### src/rtl/mem1_ctrl.sv
// mem1_ctrl: MEM-stage controller for the RAM1 port with a memory-mapped status word
module mem1_ctrl #(
  parameter logic [15:0] STATUS_ADDR = 16'hBF01
) (
  input  logic        clk,
  input  logic        rst,
  input  logic        req_valid,
  input  logic        req_we,
  input  logic [15:0] req_addr,
  input  logic [15:0] req_wdata,
  input  logic [15:0] status_i,
  input  logic [15:0] mem1res_i,
  output logic        req_ready,
  output logic        resp_valid,
  output logic [15:0] resp_rdata,
  output logic        stall,
  output logic [17:0] ram_addr,
  output logic [15:0] ram_data,
  output logic        ram_read
);
  typedef enum logic [1:0] {IDLE, ACCESS, STATUS, DONE} state_t;
  state_t state;
  logic   we_q;
  assign req_ready = state == IDLE;
  assign stall     = req_valid && !resp_valid;
  // ram_addr/ram_data double as the latched request address and write data
  always_ff @(posedge clk) begin
    if (rst) begin
      state      <= IDLE;
      we_q       <= 1'b0;
      ram_addr   <= '0;
      ram_data   <= '0;
      ram_read   <= 1'b0;
      resp_rdata <= '0;
      resp_valid <= 1'b0;
    end else begin
      resp_valid <= 1'b0;
      ram_read   <= 1'b0;
      ram_data   <= '0;
      case (state)
        IDLE: if (req_valid) begin
          we_q <= req_we;
          if (!req_we && req_addr == STATUS_ADDR) state <= STATUS;
          else begin
            state    <= ACCESS;
            ram_addr <= {2'b00, req_addr};
            ram_read <= req_we;
            ram_data <= req_we ? req_wdata : 16'h0000;
          end
        end
        ACCESS: begin
          if (!we_q) resp_rdata <= mem1res_i;
          resp_valid <= 1'b1;
          state      <= DONE;
        end
        STATUS: begin
          resp_rdata <= status_i;
          resp_valid <= 1'b1;
          state      <= DONE;
        end
        default: state <= IDLE;
      endcase
    end
  end
endmodule

### config.mk
export PLATFORM = sky130hd
export DESIGN_NAME = mem1_ctrl
export DESIGN_NICKNAME = d
export VERILOG_FILES = /design/src/rtl/mem1_ctrl.sv
export SDC_FILE = /design/constraint.sdc
export NUM_CORES = 1
export LEC_CHECK = 0
export CAP_MARGIN = 20
export CORE_MARGIN = 3
export CORE_UTILIZATION = 36
export DETAILED_ROUTE_END_ITERATION = 8
export GPL_ROUTABILITY_DRIVEN = 0
export PLACE_DENSITY = 0.74
export SYNTH_ARGS = -nofsm -noshare
export SYNTH_HDL_FRONTEND = slang
export SYNTH_SLANG_ARGS = --single-unit
### constraint.sdc
create_clock -name clk -period 3.1 [get_ports clk]
set_clock_uncertainty 0.2 [all_clocks]
set_input_delay 0.465 -clock clk [delete_from_list [all_inputs] [get_ports clk]]
set_output_delay 0.465 -clock clk [all_outputs]
set_load 0.05 [all_outputs]
==> results.md <==
* FF-to-FF Start: state[0]
* Depth of the worst register-to-register path at 5
* Synth area leader: dfxtp_1
* Cells after synthesis at 242
* WP buf/inv at 2
* First-pass GRT wire length at approximately 9500 um
* Commonest non-fill, non-tap cell in the layout: clkdlybuf4s50_1
* Flops & latches, synth at 53
* Max-cap viol count at 0
* Mapped cell area at 2346 um^2
* Worst skew pair latency at roughly 0.30 ns
* Critical-path top delay cell: clkdlybuf4s50_1
* R2R Path End: ram_addr[0]
* Final nets at 428
* Die width at a little under 90 um
* Boundary pin count at around 120
* Drt first pass iters at 4
* Root Driver: clkbuf_8
* Top cell type's share of synthesized area at 45.23%
* Clk buf depth at 2
* Final routed DRC violation total at 0
* CP Launch Point: req_valid
* Area delta synth->final at 56.48%
* DIE HEIGHT at 86.73 um
* CP Class: in -> out
* Max VDD drop at 0.5547 mV
* Cell mode on critical path: clkdlybuf4s50_1
* Main area contributors after synthesis: dfxtp_1 45%, mux2i_1 8.1%, a211oi_1 5.1%
* Post CTS Setup Buffer Count at 0
* RSZ-0062 raised after global routing: false
* Crit path DAT at 1.94 ns
* Register area share after synthesis at between 40% and 50%
* Setup_tns at 0 ns
* Antenna fix cells at 0
* Hold Buf Count CTS at 0
* Worst setup EP type: output port
* H-tree depth at 2
* Hold Path Class: reg -> reg
* DR vias/cell at 5.025
* CTS tree: yes
* Worst setup SP type: input port
* CP peak stage delay at 0.80 ns
* Hold WS at 0.2783 ns
* Total Wirelength at 6000 um
* Fin crit share at 83.91%
* DR vias at 2171
* Wire length per cell at 13.89 um
* Final hold violations at 0
* Row count at 28
* Post-synth EDFFs at 0
* Min Tclk post-route at about 2.6 ns
* Total track usage at 15.69%
* Largest delay share family, worst path: buffers and inverters
* Crit path cell chain: clkdlybuf4s50_1 > nor2b_1 > clkdlybuf4s50_1
* CP Capture Point: stall
* Post-place setup slack at 0.3515 ns
* WP depth at 3
* I/O Buffers at 119
* Slew Viols, Final at 0
* CTS buffer count at 5
* Power per cell area at 792.9 nW/um^2
* Initial antenna violation count at 0
* Most frequent cells in the layout: 119 x clkdlybuf4s50_1, 53 x dfxtp_1, 18 x mux2i_1, 18 x nor2_1, 17 x nand3_1
* Worst-path clk slew at 0.10 ns
* Max Freq at a little under 400 MHz
* Unique masters post-synth at 36
* Die area at about 7500 um^2
* Fin util at between 50 and 60%
* Setup slack, reg-to-reg at ~0.9 ns
* Sink Count at 53
* Resize count post-CTS at 0
* Drt initial violations at 79
* Leakage Power at 0.001361 uW
* CP required at roughly 2.4 ns
* Initial core utilization at 38.27%
* Hold Crit Depth at 2
* Syn avg cell area at between 9 and 10 um^2
* Final setup fails at 0
* Slew @ Worst Pin at 0.9175 ns
* Synth warnings at 0
* Fraction of layout cells with a size suffix above 1 at 8.964%
* Run status: finished, final reports clean
* Worst Setup Slack, final at 0.4988 ns
* Asr flop ratio synth at 0%
* Detailed placement HPWL at 4601 um
* Final ANT Viol Nets at 0
* Core area at 6131 um^2
* GRT overflow at 0
* Hold Startpoint: we_q
* Vias in the first global route at just over 2000
* Worst slew margin at 38.64%
* Largest net degree at the start of global routing at 33
* Ys flop type: dfxtp_1
* Worst-path fanout max at 4
-- cell families (layout without fill, tap and decap cells) --
family | Yosys count | in the layout | share of synthesized area [%]
AO/OA/AOI/OAI | 35 | 35 | 11.25
adder cells (fa/ha/maj) | 4 | 4 | 2.133
buffers and inverters | 36 | 150 | 7.733
flip-flops | 53 | 53 | 45.23
multiplexers | 19 | 19 | 8.107
other | 1 | 2 | 0.1598
AND/OR/NAND/NOR | 94 | 94 | 25.39
-- worst min-delay path by stage --
stage,to,slack [ns]
2_1_floorplan,we_q,0.24
3_3_place_gp,we_q,0.26
3_5_place_dp,we_q,0.27
4_1_cts,we_q,0.28
5_1_grt,we_q,0.32
6_report,we_q,0.28
-- tightest hold or removal path, stage by stage (launching register included) --
cell and delay (ns):
dfxtp_1 0.33, nand2_1 0.05, a21oi_1 0.05
-- registers in the layout, summed over array words and instances, names as in the netlist --
name        flops
resp_valid      1
ram_addr       16
ram_data       16
state           2
resp_rdata     16
ram_read        1
we_q            1
-- metrics by stage --
step,total power [uW],cell area (um^2),cells
final,2911,3671,432
after global routing,3113,3671,432
after detailed placement,2566,3585,424
after global placement,2543,3585,424
after floorplan,2043,2350,243
after CTS,2949,3671,432
-- cell type report --
type	count	area, um^2
clock buffer	5	68.82
clock inverter	3	17.52
fill	532	2460
inverter	12	45.04
multi-input combinational	154	1111
sequential	53	1061
tap	75	93.84
timing repair buffer	130	1274
-- power breakdown --
part           leakage, uW  internal, uW  switching, uW  total, uW
clock            0.0000439           156            220        377
sequential        0.000435           839           89.5        929
combinational     0.000882           604           1000       1610
total              0.00136          1600           1310       2910
-- Yosys cell counts, types with 6 or more instances --
cell	number
and2_1	16
mux2i_1	19
nor4b_1	7
nand4_1	16
a211oi_1	16
nor2_1	18
nand3_1	17
or4b_2	7
o311ai_0	6
inv_1	12
clkbuf_1	9
a31oi_1	7
buf_2	6
dfxtp_1	53
-- layer usage --
layer	share of wire, %	global-route usage [%]	vias up	wire length [um]
met5	0	0	-	0
met4	1.2	5.099	0	69
met3	8.0	5.228	6	477
met2	49	26.70	71	2969
met1	41	18.56	987	2482
li1	-	-	1107	-
Note: power is estimated with default switching activity, not from simulation.
